File: src/rtl/multiphase_clock_divider_pkg.sv
// Shared types and helpers for the multiphase clock divider.
package multiphase_clkdiv_pkg;

    localparam int MAX_PHASES = 16;

    typedef enum logic {IDLE, RUN} clkdiv_state_t;

    function automatic int slice_width(input int phases);
        int w;
        w = $clog2(2 * phases);
        return (w < 1) ? 1 : w;
    endfunction

endpackage

File: src/rtl/multiphase_clock_divider_if.sv
// Control/status bundle of the multiphase clock divider.
// cpol exists only when CLKDIV_POLARITY_EN is defined.
interface multiphase_clock_divider_if #(
    parameter int DIVIDER_WIDTH = 8,
    parameter int PHASES        = 2,
    parameter int BURST_WIDTH   = 16
);
    logic [DIVIDER_WIDTH-1:0] div_factor;
    logic [BURST_WIDTH-1:0]   burst_len;
    logic                     start;
    logic                     stop;
`ifdef CLKDIV_POLARITY_EN
    logic                     cpol;
`endif
    logic [PHASES-1:0]        phase_out;
    logic                     busy;
    logic                     period_tick;
    logic                     done;

    modport master (
        output div_factor, burst_len, start, stop,
`ifdef CLKDIV_POLARITY_EN
        output cpol,
`endif
        input  phase_out, busy, period_tick, done
    );

    modport slave (
        input  div_factor, burst_len, start, stop,
`ifdef CLKDIV_POLARITY_EN
        input  cpol,
`endif
        output phase_out, busy, period_tick, done
    );
endinterface

File: src/rtl/multiphase_clock_divider_slice_counter.sv
// Sub-slice and slice counters; exposes next-state slice so phases can be registered.
module clkdiv_slice_counter
    import multiphase_clkdiv_pkg::*;
#(
    parameter int DIVIDER_WIDTH = 8,
    parameter int PHASES        = 2,
    localparam int SW           = slice_width(PHASES)
) (
    input  logic                     clk_in,
    input  logic                     reset_n,
    input  logic                     i_load,
    input  logic                     i_en,
    input  logic [DIVIDER_WIDTH-1:0] i_div,
    output logic [SW-1:0]            o_slice_nxt,
    output logic                     o_period_end
);
    localparam logic [SW-1:0] LAST_SLICE = SW'(2 * PHASES - 1);

    logic [DIVIDER_WIDTH-1:0] r_sub;
    logic [SW-1:0]            r_slice;
    logic [DIVIDER_WIDTH-1:0] w_sub_nxt;
    logic [SW-1:0]            w_slice_nxt;
    logic                     w_sub_wrap;

    assign w_sub_wrap   = (r_sub == i_div - DIVIDER_WIDTH'(1));
    assign o_period_end = i_en && w_sub_wrap && (r_slice == LAST_SLICE);
    assign o_slice_nxt  = w_slice_nxt;

    always_comb begin
        w_sub_nxt   = r_sub;
        w_slice_nxt = r_slice;
        if (i_load) begin
            w_sub_nxt   = '0;
            w_slice_nxt = '0;
        end else if (i_en) begin
            if (w_sub_wrap) begin
                w_sub_nxt   = '0;
                w_slice_nxt = (r_slice == LAST_SLICE) ? '0 : r_slice + SW'(1);
            end else begin
                w_sub_nxt = r_sub + DIVIDER_WIDTH'(1);
            end
        end
    end

    always_ff @(posedge clk_in) begin
        if (!reset_n) begin
            r_sub   <= '0;
            r_slice <= '0;
        end else begin
            r_sub   <= w_sub_nxt;
            r_slice <= w_slice_nxt;
        end
    end
endmodule

File: src/rtl/multiphase_clock_divider.sv
// Multiphase clock divider: FSM, burst counter, divider reload and phase decode.
// Define CLKDIV_POLARITY_EN to add the cpol idle-polarity input.
module multiphase_clock_divider
    import multiphase_clkdiv_pkg::*;
#(
    parameter int DIVIDER_WIDTH = 8,
    parameter int PHASES        = 2,
    parameter int BURST_WIDTH   = 16
) (
    input logic                        clk_in,
    input logic                        reset_n,
    multiphase_clock_divider_if.slave  bus
);
    // state | meaning
    // IDLE  | outputs at idle level, waiting for start
    // RUN   | generating periods until burst count or stop
    localparam int SW = slice_width(PHASES);
    localparam logic [0:0] ST_IDLE = IDLE;
    localparam logic [0:0] ST_RUN  = RUN;

    logic [0:0]               r_state;
    logic [DIVIDER_WIDTH-1:0] r_div;
    logic [BURST_WIDTH-1:0]   r_burst_len;
    logic [BURST_WIDTH-1:0]   r_period_cnt;
    logic                     r_stop_pending;
    logic [PHASES-1:0]        r_phase;
    logic                     r_busy;
    logic                     r_tick;
    logic                     r_done;

    logic [DIVIDER_WIDTH-1:0] w_div_eff;
    logic [BURST_WIDTH-1:0]   w_period_inc;
    logic [SW-1:0]            w_slice_nxt;
    logic [PHASES-1:0]        w_pattern;
    logic                     w_start;
    logic                     w_run;
    logic                     w_period_end;
    logic                     w_finish;
    logic                     w_idle_lvl;
    logic                     w_run_pol;

`ifdef CLKDIV_POLARITY_EN
    logic r_cpol;
    assign w_idle_lvl = bus.cpol;
    assign w_run_pol  = w_start ? bus.cpol : r_cpol;
    always_ff @(posedge clk_in) begin
        if (!reset_n)     r_cpol <= 1'b0;
        else if (w_start) r_cpol <= bus.cpol;
    end
`else
    assign w_idle_lvl = 1'b0;
    assign w_run_pol  = 1'b0;
`endif

    assign w_div_eff    = (bus.div_factor == '0) ? DIVIDER_WIDTH'(1) : bus.div_factor;
    assign w_start      = (r_state == ST_IDLE) && bus.start;
    assign w_run        = (r_state == ST_RUN);
    assign w_period_inc = r_period_cnt + BURST_WIDTH'(1);
    // A stop seen on the boundary cycle itself still ends the run at that boundary.
    assign w_finish     = w_period_end && (r_stop_pending || bus.stop ||
                          ((r_burst_len != '0) && (w_period_inc == r_burst_len)));

    clkdiv_slice_counter #(
        .DIVIDER_WIDTH (DIVIDER_WIDTH),
        .PHASES        (PHASES)
    ) u_slice_counter (
        .clk_in       (clk_in),
        .reset_n      (reset_n),
        .i_load       (w_start),
        .i_en         (w_run),
        .i_div        (r_div),
        .o_slice_nxt  (w_slice_nxt),
        .o_period_end (w_period_end)
    );

    always_comb begin
        int si;
        int d;
        w_pattern = '0;
        si = int'(w_slice_nxt);
        for (int k = 0; k < PHASES; k++) begin
            d = (si >= k) ? (si - k) : (si + 2 * PHASES - k);
            w_pattern[k] = (d < PHASES);
        end
    end

    always_ff @(posedge clk_in) begin
        if (!reset_n) begin
            r_state        <= ST_IDLE;
            r_div          <= '0;
            r_burst_len    <= '0;
            r_period_cnt   <= '0;
            r_stop_pending <= 1'b0;
            r_phase        <= {PHASES{w_idle_lvl}};
            r_busy         <= 1'b0;
            r_tick         <= 1'b0;
            r_done         <= 1'b0;
        end else begin
            r_tick <= 1'b0;
            r_done <= 1'b0;
            case (r_state)
                ST_IDLE: begin
                    if (bus.start) begin
                        r_state        <= ST_RUN;
                        r_div          <= w_div_eff;
                        r_burst_len    <= bus.burst_len;
                        r_period_cnt   <= '0;
                        r_stop_pending <= bus.stop;
                        r_busy         <= 1'b1;
                        r_tick         <= 1'b1;
                        r_phase        <= w_pattern ^ {PHASES{w_run_pol}};
                    end else begin
                        r_phase <= {PHASES{w_idle_lvl}};
                    end
                end
                ST_RUN: begin
                    if (bus.stop) r_stop_pending <= 1'b1;
                    if (w_period_end) r_period_cnt <= w_period_inc;
                    if (w_finish) begin
                        r_state        <= ST_IDLE;
                        r_stop_pending <= 1'b0;
                        r_busy         <= 1'b0;
                        r_done         <= 1'b1;
                        r_phase        <= {PHASES{w_idle_lvl}};
                    end else begin
                        if (w_period_end) begin
                            r_div  <= w_div_eff;
                            r_tick <= 1'b1;
                        end
                        r_phase <= w_pattern ^ {PHASES{w_run_pol}};
                    end
                end
                default: r_state <= ST_IDLE;
            endcase
        end
    end

    assign bus.phase_out   = r_phase;
    assign bus.busy        = r_busy;
    assign bus.period_tick = r_tick;
    assign bus.done        = r_done;
endmodule
File: src/flat_wrapper.sv
// flat-port wrapper written by rule: the top's interface ports become plain ports
module multiphase_clock_divider_flat import multiphase_clkdiv_pkg::*;
#(
    parameter int DIVIDER_WIDTH = 8,
    parameter int PHASES        = 2,
    parameter int BURST_WIDTH   = 16
)
  (clk_in, reset_n, bus_div_factor, bus_burst_len, bus_start, bus_stop, bus_phase_out, bus_busy, bus_period_tick, bus_done);
  multiphase_clock_divider_if #(.DIVIDER_WIDTH(DIVIDER_WIDTH), .PHASES(PHASES), .BURST_WIDTH(BURST_WIDTH)) bus_i ();
  input logic clk_in;
  input logic reset_n;
  input wire logic [$bits(bus_i.div_factor)-1:0] bus_div_factor;
  input wire logic [$bits(bus_i.burst_len)-1:0] bus_burst_len;
  input wire logic [$bits(bus_i.start)-1:0] bus_start;
  input wire logic [$bits(bus_i.stop)-1:0] bus_stop;
  output wire logic [$bits(bus_i.phase_out)-1:0] bus_phase_out;
  output wire logic [$bits(bus_i.busy)-1:0] bus_busy;
  output wire logic [$bits(bus_i.period_tick)-1:0] bus_period_tick;
  output wire logic [$bits(bus_i.done)-1:0] bus_done;
  assign bus_i.div_factor = bus_div_factor;
  assign bus_i.burst_len = bus_burst_len;
  assign bus_i.start = bus_start;
  assign bus_i.stop = bus_stop;
  assign bus_phase_out = bus_i.phase_out;
  assign bus_busy = bus_i.busy;
  assign bus_period_tick = bus_i.period_tick;
  assign bus_done = bus_i.done;
  multiphase_clock_divider #(.DIVIDER_WIDTH(DIVIDER_WIDTH), .PHASES(PHASES), .BURST_WIDTH(BURST_WIDTH)) u_core (.clk_in(clk_in), .reset_n(reset_n), .bus(bus_i));
endmodule
File: config.mk
export PLATFORM = sky130hd
export DESIGN_NAME = multiphase_clock_divider_flat
export DESIGN_NICKNAME = d
export VERILOG_FILES = /design/src/rtl/multiphase_clock_divider_pkg.sv /design/src/rtl/multiphase_clock_divider_if.sv /design/src/rtl/multiphase_clock_divider_slice_counter.sv /design/src/rtl/multiphase_clock_divider.sv /design/src/flat_wrapper.sv
export SDC_FILE = /design/constraint.sdc
export NUM_CORES = 1
export LEC_CHECK = 0
export CAP_MARGIN = 10
export CORE_ASPECT_RATIO = 1.2
export CORE_MARGIN = 10
export CORE_UTILIZATION = 41
export CTS_CLUSTER_SIZE = 25
export DETAILED_ROUTE_END_ITERATION = 10
export PLACE_DENSITY = 0.63
export SYNTH_ARGS = -nofsm -noshare
export SYNTH_HDL_FRONTEND = slang
export SYNTH_SLANG_ARGS = --single-unit
File: constraint.sdc
create_clock -name clk_in -period 2.6 [get_ports clk_in]
set_input_delay 0.39 -clock clk_in [delete_from_list [all_inputs] [get_ports clk_in]]
set_output_delay 0.39 -clock clk_in [all_outputs]
set_load 0.1 [all_outputs]
=== Yosys cells after proc, flatten, opt, wreduce, memory -nomap -nowiden ===
Cells that the tools add are included.

* $add $sub $neg: 7
* $mul: 0
* Div/mod/pow operators: 0
* $lt $le $gt $ge: 3
* Equality and inequality tests: 8
* Shift-type cells: 0
* Multiplexer cells: 31
* Bitwise logic cells: 2
* Reductions and logical operators: 16

{| class="wikitable"
|+ Operators by type and width
! kind !! count
|-
| two-way mux 8 bit || 5
|-
| < comparator 32 x 3 -> 1 bit, second input constant || 1
|-
| two-way mux 16 bit || 2
|-
| two-way mux 32 bit || 1
|-
| case mux 16 bit (2 select lines) || 1
|-
| subtractor 32 x 2 -> 32 bit, second input constant || 1
|-
| adder 16 x 1 -> 16 bit, second input constant || 1
|-
| == test 16 bit || 1
|-
| case mux 8 bit (2 select lines) || 1
|-
| nonzero test 16 bit || 1
|-
| two-way mux 2 bit || 6
|-
| two-way mux 1 bit || 10
|-
| AND reduction 2 bit || 5
|-
| adder 8 x 1 -> 8 bit, second input constant || 1
|-
| == test 8 bit || 1
|-
| zero test 8 bit || 1
|-
| inequality test 2 bit, second input constant || 4
|-
| case mux 1 bit (2 select lines) || 4
|-
| subtractor 8 x 1 -> 8 bit, second input constant || 1
|-
| logical AND 1 bit || 5
|-
| adder 2 x 3 -> 4 bit, second input constant || 1
|-
| case mux 2 bit (2 select lines) || 1
|-
| inequality test 3 bit, second input constant || 1
|-
| AND reduction 3 bit || 1
|-
| 8 further kinds || 10
|}

* Register bits after elaboration: 57
* Latch bits: 0
* RAM bits: 0
* Bits in read-only memories: 0
* Input bits: 28
* Output and inout bits: 5
* Word-level logic and storage cells: 78
* Memories kept: 0

=== Longest topological paths before layout ===
* Depth in word-level cells: 11
* Mapped depth: 11
* Mapped depth without buffers: 9

=== Hierarchy ===
From an unflattened synthesis, not the netlist that was laid out.

* Cells, all modules: 377
* Area, all modules: 3196.8 µm²

{| class="wikitable"
|+ Modules (own cells, without submodules)
! module !! instances !! cells an instance !! area an instance (µm²) !! sequential area each (µm²)
|-
| multiphase_clock_divider || 1 || 294 || 2459.9 || 940.9
|-
| clkdiv_slice_counter || 1 || 83 || 737.0 || 200.2
|}

=== Least setup slack after synthesis ===
No wires, ideal clock.

* Path kind: register to register
* From: register u_core.r_div[0]
* To: register u_core.r_period_cnt[12]
* Setup time: 0.070 ns
* Data arrival time: 2.779 ns
* Data required time: 2.530 ns
* Setup slack: -0.249 ns
* Cell stages (with the launch flop): 12
* Path buffers: 2
* Period minus slack after synthesis: 2.849 ns
* Path through: dfxtp_1 -> inv_1 -> ha_1 -> nor2b_1 -> or3_1 -> a31o_1 -> or4_1 -> buf_2 -> or2_1 -> buf_6 -> or3_1 -> a21oi_1

* Longest elaborated chain between the ends: 6

{| class="wikitable"
|+ Ends and longest elaborated chain
! item !! RTL line !! text
|-
| start, declared || multiphase_clock_divider.sv:22 || <nowiki>logic [DIVIDER_WIDTH-1:0] r_div;</nowiki>
|-
| start signal, assigned || multiphase_clock_divider.sv:105 || <nowiki>r_div <= w_div_eff;</nowiki>
|-
| start signal, assigned || multiphase_clock_divider.sv:127 || <nowiki>r_div <= w_div_eff;</nowiki>
|-
| subtractor 8 x 1 -> 8 bit || multiphase_clock_divider_slice_counter.sv:25 || <nowiki>assign w_sub_wrap = (r_sub == i_div - DIVIDER_WIDTH'(1));</nowiki>
|-
| == test 8 bit || multiphase_clock_divider_slice_counter.sv:25 ||
|-
| logical AND 1 bit (2 in series) || multiphase_clock_divider_slice_counter.sv:26 || <nowiki>assign o_period_end = i_en && w_sub_wrap && (r_slice == LAST_SLICE);</nowiki>
|-
| inequality test 2 bit (no line) || -- ||
|-
| AND reduction 2 bit (no line) || -- ||
|-
| end signal, assigned || multiphase_clock_divider.sv:118 || <nowiki>if (w_period_end) r_period_cnt <= w_period_inc;</nowiki>
|-
| end, declared || multiphase_clock_divider.sv:24 || <nowiki>logic [BURST_WIDTH-1:0] r_period_cnt;</nowiki>
|}

Every way passes these cells.
A chain may end at the register's enable or synchronous reset.

=== Worst setup path in the final report ===
* From: register u_core.r_period_cnt[0]
* To: register u_core.r_div[0]

* Longest elaborated chain between the ends: 7

{| class="wikitable"
|+ Ends and longest elaborated chain
! item !! RTL line !! text
|-
| adder 16 x 1 -> 16 bit || multiphase_clock_divider.sv:58 || <nowiki>assign w_period_inc = r_period_cnt + BURST_WIDTH'(1);</nowiki>
|-
| == test 16 bit || multiphase_clock_divider.sv:61 || <nowiki>((r_burst_len != '0) && (w_period_inc == r_burst_len)));</nowiki>
|-
| logical AND 1 bit || multiphase_clock_divider.sv:61 ||
|-
| logical OR 1 bit || multiphase_clock_divider.sv:60 || <nowiki>assign w_finish = w_period_end && (r_stop_pending || bus.stop ||</nowiki>
|-
| logical AND 1 bit || multiphase_clock_divider.sv:60 ||
|-
| inequality test 2 bit (no line) || -- ||
|-
| AND reduction 3 bit (no line) || -- ||
|}

Every way passes these cells.

==> summary.md <==
The power density over cell area is 503.8 nW/um2. The core region is 7664 um2. The worst-case headroom to the max-slew limit was 68.93%; the count of flip-flops with a built-in enable after synthesis was 0. Sequential cells were found to cover 35.61% of the synthesized design area. Traced cell by cell, the critical path runs through ha_1 -> nand3_2 -> or4_4 -> xnor2_1 -> a2111oi_2 -> a41oi_2 -> a21oi_1 -> buf_6 -> mux2i_1. In this design, the largest share of critical-path delay is due to compound AO/OA/AOI/OAI gates. The H-tree was split into 3 levels.

The initial utilization of the core area, before any placement, comes to 41.81%. TritonCTS created 9 clock buffers. After routing, the total negative slack on setup checks comes to 0 ns. After synthesis the netlist holds a flip-flop and latch count of 57. After detailed routing, the number of remaining DRC violations is 0. Yosys printed 0 warnings. The number of nets handed over by synthesis was 441. The number of global-route vias before repair came out at 3021. The number of cells in the finished layout apart from fillers is 565.

The endpoint of the worst hold path is u_core.r_div[7]. Data on the critical path is required at its endpoint by 2.87 ns. The worst hold path was traced through 2 stages. The floorplan step set the die width to 100.7 um.

In the global route stage, overall resource usage came out at 15.58%. Clock tree synthesis selected as its root buffer the cell clkbuf_8. The worst ir drop on vdd is 0.0003069 V, and the static leakage is 1.546 nW. For the worst-skew pair, the clock arrives at the later sink with an insertion delay of 0.34 ns. The logs give 0 for the global route total overflow and 57 for the TritonCTS sink count.

The run gives 0 as the number of antenna violations at the first check in global routing. The critical path buffer and inverter count was 1. Count of nets left with antenna violations after detail routing: 0. The maximum number of pins on one net before global-route repair is 23. The area growth from synthesis to layout is 28.23%. Setup slack on the worst reg-to-reg path comes out at 0.13 ns.

In this run the core area contains 35 standard-cell rows. The worst setup path is launched from a register. Share of the synthesized area in the top cell type: 35.61%.

The instance count of the mapped netlist is 409. The run gives 0 as the number of pins exceeding their max-slew limit in the final report. The tools report the final hold violation count as 0. The starting DRC count in detailed routing is 198, and the share of async-settable or async-resettable flops after synthesis is 0%.

The total iterations of the first detailed-routing run was 4; the cell area after synthesis was 3204 um2. STA classifies the critical path endpoint as a register. The count of buffers added on input and output ports is 32. The worst register-to-register path begins at u_core.r_period_cnt[0].

The wire length per cell after detailed routing is 15.71 um, and the I/O pin total is 33. For the die outline area, the log shows 11770 um2. Setup violations remaining at the end of the flow were counted as 0. In this run the critical register-to-register path is captured at u_core.r_div[0]. Max-cap violations in this run came to 0. 0 antenna diodes ended up in the layout. Detailed routing inserted a total of 3124 vias. The part of the cycle the worst path needs is 95.05%. Post-placement cell count: 549.

STA puts the critical path data arrival time at 2.74 ns. The cell with the biggest individual delay on the critical path is or4_4. The final routed wirelength across all metal layers was 8874 um. The logs give 6753 um for the half-perimeter wire length after placement and 0.007335 ns for the post-route clock skew.

The clock period minus final worst setup slack is 2.471 ns. The flow ran to the end, and the final reports show no timing, DRC or antenna violations. Setup repair after global routing could not meet its margin everywhere. For the final instance area, the log shows 4109 um2. Of the cells placed in the final design, the portion with a size suffix greater than 1 is 17.55%. The critical path in this run is classified as reg2reg.

Timing analysis after detailed placement gives a worst setup slack of -0.07056 ns. The worst hold path belongs to the class reg2reg. The longest clock path from root to sink contains 2 buffers.

The logs give 3852 um2 for the post-place instance area and 0.1286 ns for the final setup slack of the worst path. The clock-pin slew on the worst setup and hold paths came out at 0.06 ns. TritonCTS built the clock tree.

The run gives 404.6 MHz as the maximum achievable frequency. The library cell with the largest summed area after synthesis is dfxtp_1. After synthesis, the cell types taking the most area are dfxtp_1 36%, nand2_1 7.1%, xnor2_1 6.0%, a21oi_1 5.3%, xor2_1 4.1%. The first global-routing pass estimated 14800 um of wire. The startpoint identified for the worst hold timing path is u_core.r_div[7]. After the last flow step, the layout net total stands at 501. Routability-driven placement finished with a final weighted congestion of 0.8872. Using the TritonRoute via totals, the vias-per-cell ratio works out to 5.529. The largest single stage delay on the critical path is 0.52 ns. In the synthesized netlist the dominant register cell turns out to be dfxtp_1. For the pin with the worst max-slew slack, the measured transition is 0.4618 ns. The average instance in the mapped netlist occupies 7.835 um2. Yosys mapped the design onto 54 distinct sky130hd cell types. From bottom edge to top edge, the die measures 116.8 um. The peak fanout along the critical path is 9, and the depth of the worst register-to-register path is 9.

Hold repair after CTS inserted 0 buffers.
cell usage in the layout (no fill, tap or decap), types with 3 or more instances in the layout:
cell type / instances
a211oi_1: 3
a21oi_1: 34
a31oi_1: 5
and3_1: 7
buf_4: 46
clkbuf_8: 11
clkdlybuf4s50_1: 27
dfxtp_1: 54
dfxtp_2: 3
ha_1: 3
inv_1: 12
mux2i_1: 9
nand2_1: 61
nand2b_1: 3
nand3_1: 11
nand3b_1: 3
nand4_1: 10
nor2_1: 22
nor2b_1: 4
nor3_1: 22
nor3b_1: 5
nor4_1: 9
nor4_2: 4
o21a_1: 6
o21ai_0: 14
o22ai_1: 3
or3_1: 3
xnor2_1: 22
xor2_1: 15
through the flow:
step / utilization, % / total power, mW / hold slack, ns
floorplan: - / 1.128 / 0.4497
global placement: 50.27 / 1.242 / 0.4665
detailed placement: 50.27 / 1.245 / 0.4804
CTS: 53.01 / 2.078 / 0.4890
global route: 53.62 / 2.165 / 0.5089
finish: 53.62 / 2.070 / 0.4802
metal layers:
| metal | part of all wire (%) | wire (um) | GRT usage [%] |
|---|---|---|---|
| met5 | 0 | 0 | 0 |
| met4 | 2.0 | 177 | 5.755 |
| met3 | 2.6 | 228 | 3.641 |
| met2 | 53 | 4686 | 28.36 |
| met1 | 43 | 3782 | 17.05 |
cell type report:
| class | instances | area (um2) |
|---|---|---|
| Timing Repair Buffer | 75 | 638.1 |
| Sequential cell | 57 | 1145 |
| Inverter | 13 | 48.80 |
| Tap cell | 92 | 115.1 |
| Clock buffer | 12 | 155.1 |
| Multi-Input combinational cell | 313 | 1967 |
| Clock inverter | 3 | 40.04 |
| Fill cell | 734 | 3555 |
timing repair:
item | CTS | global route
setup endpoints to repair | 25 | 26
endpoints found under the hold margin | 0 | 0
pin swaps | 1 | 3
gates resized for setup | 5 | 9
buffers inserted | 0 | 1
Yosys cell counts (all sizes together) (2+ instances only):
cell type,number
a211oi,3
buf,12
o311a,2
inv,13
o22ai,3
a31oi,5
nand4,10
dfxtp,57
a21oi,34
nor3,22
nor2,22
o21a,7
nand2b,3
nor3b,5
or2,2
and4,2
or3,3
o21ai,16
and3,7
nand3b,3
nand3,12
nor2b,4
ha,4
xnor2,22
nor4,13
or4,4
nand2,61
mux2i,9
clkbuf,14
a2111oi,2
xor2,15
report_power, final:
group / total (mW) / switching, mW / internal [mW]
registers: 0.935 / 0.0320 / 0.903
clock network: 0.835 / 0.349 / 0.486
logic: 0.300 / 0.159 / 0.141
worst min-delay path, stage by stage, from the launching register on:
cell     delay, ns
dfxtp_1       0.32
nand2_1       0.06
mux2i_1       0.06
logic make-up (layout without fill, tap and decap cells):
group | Yosys count | count (layout) | share of synthesized area (%)
DFF | 57 | 57 | 35.61
xor gates and xnor gates | 37 | 37 | 10.11
buffers and inverters | 39 | 103 | 5.115
and+or+nand+nor | 178 | 178 | 28.27
muxes | 10 | 10 | 3.163
adders and majority gates | 4 | 4 | 1.562
AOI/OAI and AO/OA | 84 | 84 | 16.17
registers in the layout, indices dropped and copies added (netlist names):
register,flops
u_core.r_burst_len,16
u_core.r_period_cnt,16
u_core.r_div,8
u_core.u_slice_counter.r_sub,8
u_core.bus.phase_out,2
u_core.u_slice_counter.r_slice,2
u_core.bus.busy,1
u_core.bus.done,1
u_core.bus.period_tick,1
u_core.r_state,1
u_core.r_stop_pending,1
worst max path at each step:
stage | from | endpoint | depth (start not counted)
global placement | u_core.r_div[1] | u_core.r_period_cnt[15] | 9
floorplan | u_core.r_div[0] | u_core.r_period_cnt[12] | 11
detailed placement | u_core.r_div[1] | u_core.bus.phase_out[0] | 9
global route | u_core.r_period_cnt[2] | u_core.r_div[6] | 10
CTS | u_core.r_div[1] | u_core.u_slice_counter.r_slice[0] | 10
finish | u_core.r_period_cnt[0] | u_core.r_div[0] | 9
No activity file was read; power rests on OpenSTA's default activity.
